<file path="src/rtl/reg_file_pkg.sv">
// Shared widths, depth and the pending-write entry type for the register-file write side.
package reg_file_pkg;

   localparam int unsigned REG_W   = 16;
   localparam int unsigned REG_CNT = 16;
   localparam int unsigned ADDR_W  = 4;
   localparam int unsigned DEPTH   = 2;

   typedef struct packed {
      logic [ADDR_W-1:0] addr;
      logic [REG_W-1:0]  data;
   } wr_entry_t;

endpackage

</file>
<file path="src/rtl/reg_file_writer_if.sv">
// Write-request handshake bundle: requester drives valid/addr/data, register file returns ready.
interface reg_file_writer_if;
   import reg_file_pkg::*;

   logic              wr_valid;
   logic              wr_ready;
   logic [ADDR_W-1:0] wr_addr;
   logic [REG_W-1:0]  wr_data;

   modport master (output wr_valid, output wr_addr, output wr_data, input wr_ready);
   modport slave  (input wr_valid, input wr_addr, input wr_data, output wr_ready);

endinterface

</file>
<file path="src/rtl/write_decoder_4to16.sv">
// One-hot load-enable decoder for the commit path: exactly one bit set when en is high.
module write_decoder_4to16
   import reg_file_pkg::*;
(
   input  logic [ADDR_W-1:0]  addr,
   input  logic               en,
   output logic [REG_CNT-1:0] load
);

   always_comb begin
      load = '0;
      if (en) load[addr] = 1'b1;
   end

endmodule

</file>
<file path="src/rtl/reg_file_writer.sv">
// Write side of the 16 x 16-bit register file: 2-entry in-order write buffer, one commit per cycle.
// Optional REG_R0_ZERO_EN: r0 hardwired to zero; writes to address 0 are accepted and popped but dropped.
module reg_file_writer
   import reg_file_pkg::*;
(
   input  logic               clk,
   input  logic               reset,
   reg_file_writer_if.slave   wr,
   input  logic               commit_hold,
   output logic               pending,
   output logic [REG_W-1:0]   r0,
   output logic [REG_W-1:0]   r1,
   output logic [REG_W-1:0]   r2,
   output logic [REG_W-1:0]   r3,
   output logic [REG_W-1:0]   r4,
   output logic [REG_W-1:0]   r5,
   output logic [REG_W-1:0]   r6,
   output logic [REG_W-1:0]   r7,
   output logic [REG_W-1:0]   r8,
   output logic [REG_W-1:0]   r9,
   output logic [REG_W-1:0]   r10,
   output logic [REG_W-1:0]   r11,
   output logic [REG_W-1:0]   r12,
   output logic [REG_W-1:0]   r13,
   output logic [REG_W-1:0]   r14,
   output logic [REG_W-1:0]   r15
);

   localparam logic [1:0] FULL = 2'(DEPTH);

   wr_entry_t          buf_q [DEPTH];
   logic               head, tail;
   logic [1:0]         count;
   logic [REG_W-1:0]   regs [REG_CNT];
   logic [REG_CNT-1:0] load, load_eff;
   logic               push, pop;
   wr_entry_t          head_entry;

   assign wr.wr_ready = (count < FULL) && !reset;
   assign push        = wr.wr_valid && wr.wr_ready;
   assign pop         = (count != 2'd0) && !commit_hold;
   assign pending     = (count != 2'd0);
   assign head_entry  = buf_q[head];

   write_decoder_4to16 u_dec (
      .addr (head_entry.addr),
      .en   (pop),
      .load (load)
   );

`ifdef REG_R0_ZERO_EN
   // r0 never loads, so it keeps its reset value of zero forever.
   assign load_eff = load & ~REG_CNT'(1);
`else
   assign load_eff = load;
`endif

   always_ff @(posedge clk) begin
      if (push) buf_q[tail] <= '{addr: wr.wr_addr, data: wr.wr_data};
   end

   always_ff @(posedge clk) begin
      if (reset) begin
         head  <= 1'b0;
         tail  <= 1'b0;
         count <= 2'd0;
         for (int unsigned i = 0; i < REG_CNT; i++) regs[i] <= '0;
      end else begin
         if (push) tail <= ~tail;
         if (pop)  head <= ~head;
         case ({push, pop})
            2'b10:   count <= count + 2'd1;
            2'b01:   count <= count - 2'd1;
            default: count <= count;
         endcase
         for (int unsigned i = 0; i < REG_CNT; i++)
            if (load_eff[i]) regs[i] <= head_entry.data;
      end
   end

   assign r0  = regs[0];
   assign r1  = regs[1];
   assign r2  = regs[2];
   assign r3  = regs[3];
   assign r4  = regs[4];
   assign r5  = regs[5];
   assign r6  = regs[6];
   assign r7  = regs[7];
   assign r8  = regs[8];
   assign r9  = regs[9];
   assign r10 = regs[10];
   assign r11 = regs[11];
   assign r12 = regs[12];
   assign r13 = regs[13];
   assign r14 = regs[14];
   assign r15 = regs[15];

endmodule
</file>
<file path="src/flat_wrapper.sv">
// flat-port wrapper written by rule: the top's interface ports become plain ports
module reg_file_writer_flat import reg_file_pkg::*;
  (clk, reset, commit_hold, pending, r0, r1, r2, r3, r4, r5, r6, r7, r8, r9, r10, r11, r12, r13, r14, r15, wr_wr_valid, wr_wr_addr, wr_wr_data, wr_wr_ready);
  reg_file_writer_if wr_i ();
  input  logic clk;
  input  logic reset;
  input  logic commit_hold;
  output logic pending;
  output logic [REG_W-1:0] r0;
  output logic [REG_W-1:0] r1;
  output logic [REG_W-1:0] r2;
  output logic [REG_W-1:0] r3;
  output logic [REG_W-1:0] r4;
  output logic [REG_W-1:0] r5;
  output logic [REG_W-1:0] r6;
  output logic [REG_W-1:0] r7;
  output logic [REG_W-1:0] r8;
  output logic [REG_W-1:0] r9;
  output logic [REG_W-1:0] r10;
  output logic [REG_W-1:0] r11;
  output logic [REG_W-1:0] r12;
  output logic [REG_W-1:0] r13;
  output logic [REG_W-1:0] r14;
  output logic [REG_W-1:0] r15;
  input wire logic [$bits(wr_i.wr_valid)-1:0] wr_wr_valid;
  input wire logic [$bits(wr_i.wr_addr)-1:0] wr_wr_addr;
  input wire logic [$bits(wr_i.wr_data)-1:0] wr_wr_data;
  output wire logic [$bits(wr_i.wr_ready)-1:0] wr_wr_ready;
  assign wr_i.wr_valid = wr_wr_valid;
  assign wr_i.wr_addr = wr_wr_addr;
  assign wr_i.wr_data = wr_wr_data;
  assign wr_wr_ready = wr_i.wr_ready;
  reg_file_writer u_core (.clk(clk), .reset(reset), .wr(wr_i), .commit_hold(commit_hold), .pending(pending), .r0(r0), .r1(r1), .r2(r2), .r3(r3), .r4(r4), .r5(r5), .r6(r6), .r7(r7), .r8(r8), .r9(r9), .r10(r10), .r11(r11), .r12(r12), .r13(r13), .r14(r14), .r15(r15));
endmodule
</file>
<file path="config.mk">
export PLATFORM = sky130hd
export DESIGN_NAME = reg_file_writer_flat
export DESIGN_NICKNAME = d
export VERILOG_FILES = /design/src/rtl/reg_file_pkg.sv /design/src/rtl/reg_file_writer_if.sv /design/src/rtl/write_decoder_4to16.sv /design/src/rtl/reg_file_writer.sv /design/src/flat_wrapper.sv
export SDC_FILE = /design/constraint.sdc
export NUM_CORES = 1
export LEC_CHECK = 0
export BUFFER_PORTS_ARGS = -buffer_cell sky130_fd_sc_hd__buf_2
export CAP_MARGIN = 0
export CORE_MARGIN = 2
export CORE_UTILIZATION = 47
export CTS_CLUSTER_SIZE = 24
export DETAILED_ROUTE_END_ITERATION = 16
export GPL_ROUTABILITY_DRIVEN = 0
export PLACE_DENSITY_LB_ADDON = 0.05
export SYNTH_ARGS = -nofsm -noshare
export SYNTH_HDL_FRONTEND = slang
export SYNTH_HIERARCHICAL = 1
export SYNTH_SLANG_ARGS = --single-unit
</file>
<file path="constraint.sdc">
create_clock -name clk -period 2.2 [get_ports clk]
set_clock_uncertainty 0.2 [all_clocks]
set_input_delay 0.33 -clock clk [delete_from_list [all_inputs] [get_ports clk]]
set_output_delay 0.33 -clock clk [all_outputs]
set_load 0.005 [all_outputs]
</file>
Yosys cells after proc, flatten, opt, wreduce, memory -nomap -nowiden

Memories as Yosys holds them, arrays and structs flattened. A register that Yosys moved wholly into a read port is not among the register bits.
Index checks and enable logic that the tools add are counted.

Multiplexer cells: 74
Eq/ne operators: 2
Bitwise operators: 18
Reduce and logical (&&, ||, !) cells: 8
Order comparisons: 3
Add/subtract/negate cells: 2

Operators by type and width:

| kind                | count |
|---|---|
| $mux 16             | 17 |
| $mux 1              | 55 |
| $or 1x1->1          | 16 |
| $lt 4x5->1 const B  | 1 |
| $demux 1 s4         | 1 |
| $ge 4x1->1 const B  | 1 |
| $logic_and 1x1->1   | 4 |
| $pmux 2 s2          | 1 |
| $reduce_bool 2->1   | 2 |
| $add 2x1->2 const B | 1 |
| $eq 2x1->1 const B  | 1 |
| $eq 2x2->1 const B  | 1 |
| $logic_not 1->1     | 2 |
| $lt 2x2->1 const B  | 1 |
| $not 1->1           | 2 |
| $sub 2x1->2 const B | 1 |

Memories kept: 2
Input bits: 24
RAM bits: 296
Output and inout bits: 258
Bits in registers: 4
Logic and storage cells: 112

Memories:

| memory       | words | bits a word | read ports | clocked after Yosys merged registers in | write ports | line                  | text |
|---|---|---|---|---|---|---|---|
| u_core.regs  | 16    | 16          | 16         | 0                                       | 16          | reg_file_writer.sv:34 | `logic [REG_W-1:0] regs [REG_CNT];` |
| u_core.buf_q | 2     | 20          | 1          | 1                                       | 1           | reg_file_writer.sv:31 | `wr_entry_t buf_q [DEPTH];` |

Longest topological paths before layout

Gate-level depths: netlist of the first run.

Depth in word-level cells: 9
Depth in mapped cells: 8
Mapped depth without buffers: 6

By module

Netlist of the first run, hierarchy kept.

Modules (own cells, without submodules):

| module              | cells each | times used | area an instance (µm²) | seq. area each (µm²) |
|---|---|---|---|---|
| reg_file_writer     | 587        | 1          | 10353.7                | 8988.6 |
| write_decoder_4to16 | 23         | 1          | 117.6                  | 0.0 |

Worst setup path after synthesis of the first run

Ideal clock, no wire load.

Path type: input to register
Start point: in reset
End point: mem u_core/buf_q[0][0] (netlist name), enable pin
Cell stages on the path: 5
Path buffers: 2
Data required time: 1.603 ns
Setup time: 0.397 ns
Setup slack: -0.136 ns
Arrival time: 1.739 ns
Cells stage by stage: buf_2 -> buf_4 -> nor2_1 -> nand2_1 -> nor2_1

Word-level cells in the longest chain between the ends: 5

Ends and longest elaborated chain:

| item                         | line                  | text |
|---|---|---|
| start, declared              | flat_wrapper.sv:6     | `input logic reset;` |
| $logic_not 1->1              | reg_file_writer.sv:39 | `assign wr.wr_ready = (count < FULL) && !reset;` |
| $logic_and 1x1->1            | reg_file_writer.sv:39 |  |
| named net wr_wr_ready        | flat_wrapper.sv:28    | `output wire logic [$bits(wr_i.wr_ready)-1:0] wr_wr_ready;` |
| $logic_and 1x1->1            | reg_file_writer.sv:40 | `assign push = wr.wr_valid && wr.wr_ready;` |
| $mux 1                       | reg_file_writer.sv:59 | `if (push) buf_q[tail] <= '{addr: wr.wr_addr, data: wr.wr_data};` |
| $mux 1 (implied by the code) | reg_file_writer.sv:59 |  |
| end, declared                | reg_file_writer.sv:31 |  |

The timed path passes the listed nets, and every way through them passes these cells.

==> results.ini, run 1 <==
[synth]
ys_seq_elements=301
ys_seq_area_share_pct=85.84
synth.distinct_cells=26
synthCells=610
synth_warnings=6
syn-num-nets=635
syn-cell-area_um2=10470
avgSynthCellArea_um2=17.17

[flow_run]
maxCapViolCount=0

[place]
dp_hpwl_mm=18.14
dp_slack_ns=-0.09723
io_buffer_count=281

[setup_path]
cp.required_ns=2.22
cp.arrival_ns=2.14
worstPathCellList=buf_4, mux2_2, nand2b_2, buf_4, nor2_1, or2_4
startpoint_type=flip-flop
endpoint_kind=flip-flop
crit_fanout=16
path_common_cell=buf_4
worstSetupPathType=flip-flop to flip-flop
slowest_delay_ns=0.37
critPathSlowestCell=dfxtp_4

[drt]
wire_per_inst_um=21.60
drt-pass1-iter-count=4
drtAntennaViolNets=0
drt-initial-drc-count=453
via_per_inst=5.017
drcViolationCount=0
vias=6261
wirelength_mm=26.96

[timing]
period_needed_ns=2.128
relSlewSlack_pct=67.89
drv_slew=0
worst_pin_slew_ns=0.4799
worst_slack_ns=0.07230
hold_viol=0
rsz0062_at_grt=true
timing.final.crit_share_pct=96.71
finalSetupViolations=0
fmax_mhz=470.0

[clock_network]
cts_htree_levels=1
cts_buffer_depth=3
numCtsBuffers=29
clkTransAtPathRegs_ns=0.06
clkSinkCount=301
cts_root_buf=clkbuf_16
worstSkewPairLatency_ns=0.53
cts_tree=built

[grt]
grt_pass1_vias=6302
grt_pass1_wl_mm=39.78
overflow=0
gr-usage-all-layers_pct=22.69
grt_max_degree=34
grt_antenna_before_repair=0

[floorplan]
die_y_um=153.3
core_um2=21820
io_pins=282
die_w_um=153.3
die-area_um2=23490
rows=54
start_util_pct=47.98

[layout]
fin_nets=976
drive_gt1_share_pct=43.70
fillers=1685
final_core_util_pct=62.84
n_antenna_cell=0
synthToLayoutAreaGrowth_pct=30.96

[power_and_ir_drop]
power.density_nw_per_um2=982.0
p_int_w=0.01020
seqPwrFrac_pct=51.9
combPwrFrac_pct=14.2
total_power_w=0.01347
clockPowerShare_pct=33.8
p_leak_nw=5.706
p_sw_w=0.003268
p_sw_share_pct=24.27
ir_drop_mv=0.5602

[status]
status=completed

[worst_hold_path]
hold_class=input port to flip-flop

worst max-delay path: cells and delay by family, from the launching register on:
kind | cells | cell delay [ns]
DFF | 1 | 0.37
muxes | 1 | 0.36
and+or+nand+nor | 3 | 0.63
buffers and inverters | 2 | 0.25
power groups by stage:
stage	logic [W]	registers, W	clock network [W]
after floorplan	0.000686	0.00712	0
after global placement	0.00182	0.00710	0
after detailed placement	0.00186	0.00712	0
after CTS	0.00189	0.00700	0.00466
after global routing	0.00204	0.00704	0.00491
final	0.00192	0.00699	0.00456
flip-flops by register name (all words and copies together) (netlist names), named ones only:
name and count:
u_core/tail 1, u_core/head 1, u_core/count 2, u_core/regs 256, u_core/buf_q 40
kinds of logic after synthesis:
kind of cell | count (synthesis) | share of synthesized area (%)
AO/OA/AOI/OAI | 5 | 0.2389
XOR/XNOR | 3 | 0.2510
adder cells (fa/ha/maj) | 1 | 0.1195
buffers and inverters | 44 | 2.115
flip-flops | 301 | 85.84
multiplexers | 20 | 1.960
AND/OR/NAND/NOR | 236 | 9.475
layout by cell type (no fill, tap or decap), types with 8 or more instances in the layout:
cell type and count:
edfxtp_1 296, buf_2 281, nor2_1 189, buf_4 40, clkbuf_16 29, dlygate4sd3_1 21
mux2i_2 16, or2_4 10, or2_2 8, buf_12 8
final cells by class:
cell class / instances / area [um^2] / area share, %
repair buffers: 351 / 2088 / 15.23
inverters: 1 / 3.754 / 0.02737
clock buffers: 34 / 744.5 / 5.429
clock inverters: 14 / 121.4 / 0.8850
flip-flops and latches: 301 / 8992 / 65.57
well taps: 280 / 350.3 / 2.555
multi-input cells: 267 / 1413 / 10.30
repair_timing:
item                                    4_1_cts  5_1_grt
endpoints found under the hold margin        42        0
resized for setup                             5       18
hold buffers                                 21        0
endpoints found under the setup margin      153      165
pin swaps                                     0        3
cloned                                        0        2
setup buffers                                 0        1
metal layers:
layer,track usage (%),share of wire (%),wire (um)
met1,31.08,41,11050
met2,37.24,49,13110
met3,5.812,9.0,2433
met4,4.806,1.3,355
met5,0,0,0
through the flow:
step           instances  cell area, um^2  hold slack [ns]  TNS (ns)
4_1_cts             1245            13630         0.005009   -0.7622
3_5_place_dp        1176            12540           0.3212    -1.953
3_3_place_gp        1176            12540           0.2945         0
5_1_grt             1248            13710          0.03414  -0.07854
6_report            1248            13710          0.02621         0
2_1_floorplan        610            10480           0.2289         0
path summary, 6_finish.rpt:
path | from | to | slack (ns) | depth (start not counted)
setup / recovery | flip-flop | u_core/regs[0][22] | 0.07 | 6
hold / removal | reset | u_core/tail | 0.03 | 3
setup reg to reg | flip-flop | u_core/regs[0][22] | 0.07 | 6
hold reg to reg | u_core/head | flip-flop | 0.32 | 2
cells in the mapped netlist:
master	count	share of area [%]
nand3b_1	2	0.14
nor3_2	1	0.096
or3b_4	1	0.11
buf_4	3	0.22
nor3_1	3	0.14
a21oi_1	3	0.14
nor2_1	194	7.0
xor2_1	1	0.084
inv_1	1	0.036
ha_1	1	0.12
or3_1	2	0.12
mux2_2	4	0.43
dfxtp_1	5	0.96
buf_2	28	1.3
xnor2_1	2	0.17
mux2i_1	16	1.5
clkbuf_2	8	0.38
or2_2	16	0.96
edfxtp_1	296	85
nand2_1	2	0.072
nor2b_1	1	0.060
nand2b_1	12	0.72
o21ai_0	2	0.096
clkbuf_1	4	0.14
nand3_1	1	0.048
and3_1	1	0.060
No activity file was read; power rests on OpenSTA's default activity.
==> inputs of run 2 (changes only) <==
- CAP_MARGIN: 0 -> 20
- CORE_ASPECT_RATIO: not set -> 1.1
==> run 2 against run 1 <==
Effect of this change: setup slack worse by 0.068 ns; routed wire length hardly changed; clock power hardly changed; critical endpoint is now u_core/regs[0][106].
==> results.ini, run 2 (synthesis results as in run 1) <==
[power_and_ir_drop]
ir_drop_mv=0.5720
total_power_w=0.01349
power.density_nw_per_um2=982.7
p_leak_nw=5.691

[clock_network]
post_cts_buffers=0
worstSkewPairLatency_ns=0.54
cts_root_buf=clkbuf_16
cts_buffer_depth=3
numCtsBuffers=28
clkTransAtPathRegs_ns=0.07
cts_htree_levels=1
clkSinkCount=301
cts_tree=built

[layout]
fillers=1734
design_area_um2=13730
largest_register=u_core/regs
fin_nets=979
top_regs=u_core/regs x256, u_core/buf_q x40, u_core/count x2
layout.cells.most_common=edfxtp_1
instances_no_fill=1271
synthToLayoutAreaGrowth_pct=31.13
n_antenna_cell=0
final_cell_mix=296 x edfxtp_1, 281 x buf_2, 189 x nor2_1
largest_register_ffs=256
drive_gt1_share_pct=43.55

[setup_path]
worstSetupPathType=flip-flop to flip-flop
cp.required_ns=2.20
startpoint_type=flip-flop
endpoint_kind=flip-flop
cp.arrival_ns=2.19
crit_fanout=16

[place]
dp_cells=1193
dp_hpwl_mm=17.83
io_buffer_count=281
placed_area_um2=12560

[timing]
relSlewSlack_pct=61.70
fmax_mhz=455.4
hold_viol=0
drv_slew=0
whs_ns=0.06220
rsz0062_at_grt=true
tns_ns=0
finalSetupViolations=0
worst_pin_slew_ns=0.5745
timing.final.crit_share_pct=99.81
period_needed_ns=2.196

[grt]
grt_max_degree=35
grt_pass1_wl_mm=39.01
grt_pass1_vias=6255
gr-usage-all-layers_pct=22.46
overflow=0
grt_antenna_before_repair=0

[drt]
drtAntennaViolNets=0
drt-pass1-iter-count=4
drt-initial-drc-count=400
vias=6332
wire_per_inst_um=21.19
via_per_inst=4.982
wirelength_mm=26.93
drcViolationCount=0

[worst_hold_path]
hold_class=input port to flip-flop

[floorplan]
die-area_um2=23490
die_y_um=160.6
core_um2=21970
start_util_pct=47.67
die_w_um=146.3
io_pins=282
rows=57

[flow_run]
maxCapViolCount=0

[status]
status=completed

==> run 2: cell count changes in the layout (fill, tap and decap cells not counted), moves of 2 or more <==
cell        previous run  this run
buf_4                 40        43
clkinv_4               0         2
clkinvlp_4             2         5
mux2_2                 2         4
nor3_1                 1         3
nand2b_1               7        11
nand2b_2               4         1
nor2_2                 5         3
nor2_4                 0         2
mux2_4                 2         0
or2_4                 10        12
==> run 2: cell type report <==
class	instances	area [um^2]	share of cell area, %
Clock buffer	33	740.7	5.395
Inverter	1	3.754	0.02734
Multi-Input combinational cell	269	1401	10.21
Timing Repair Buffer	353	2090	15.22
Clock inverter	19	136.4	0.9933
Tap cell	295	369.1	2.688
Sequential cell	301	8990	65.47
==> run 2: what timing repair did <==
item | CTS | global route
resized for setup | 6 | 10
gates cloned | 1 | 3
endpoints found under the hold margin | 42 | 0
hold buffers | 22 | 0
pin swaps | 1 | 0
endpoints found under the setup margin | 85 | 244
==> run 2: final timing paths <==
check	startpoint	to	cells past startpoint	slack, ns
hold reg to reg	u_core/head	u_core/head	2	0.32
hold / removal	wr_wr_valid	u_core/tail	4	0.06
setup reg to reg	flip-flop	u_core/regs[0][106]	5	0.004
setup / recovery	flip-flop	u_core/regs[0][106]	5	0.004
==> run 2: worst max-delay path, stage by stage (launching register included) <==
cell and delay, ns:
dfxtp_2 0.35, buf_4 0.12, mux2_2 0.38, nand2b_1 0.19
nor2_1 0.21, or2_2 0.40
==> run 2: report_power, final <==
| part | internal (W) | leakage (nW) | switching [W] |
|---|---|---|---|
| clock | 0.00253 | 0.421 | 0.00203 |
| combinational | 0.000755 | 2.23 | 0.00118 |
| sequential | 0.00684 | 3.04 | 0.000152 |
==> run 2: through the flow <==
step	util [%]	setup WS, ns
5_1_grt	62.51	-0.1489
4_1_cts	62.30	-0.01263
2_1_floorplan	-	0.01072
6_report	62.51	0.004151
3_3_place_gp	57.20	-0.01055
3_5_place_dp	57.20	-0.07655
==> run 2: metal layers <==
metal | up-vias | GRT usage (%) | share of wire, % | wire, um
met1 | 3145 | 30.50 | 41 | 11060
met3 | 39 | 4.602 | 7.8 | 2093
met2 | 296 | 38.06 | 50 | 13350
met5 | - | 0 | 0 | 0
li1 | 2852 | - | - | -
met4 | 0 | 4.987 | 1.6 | 429
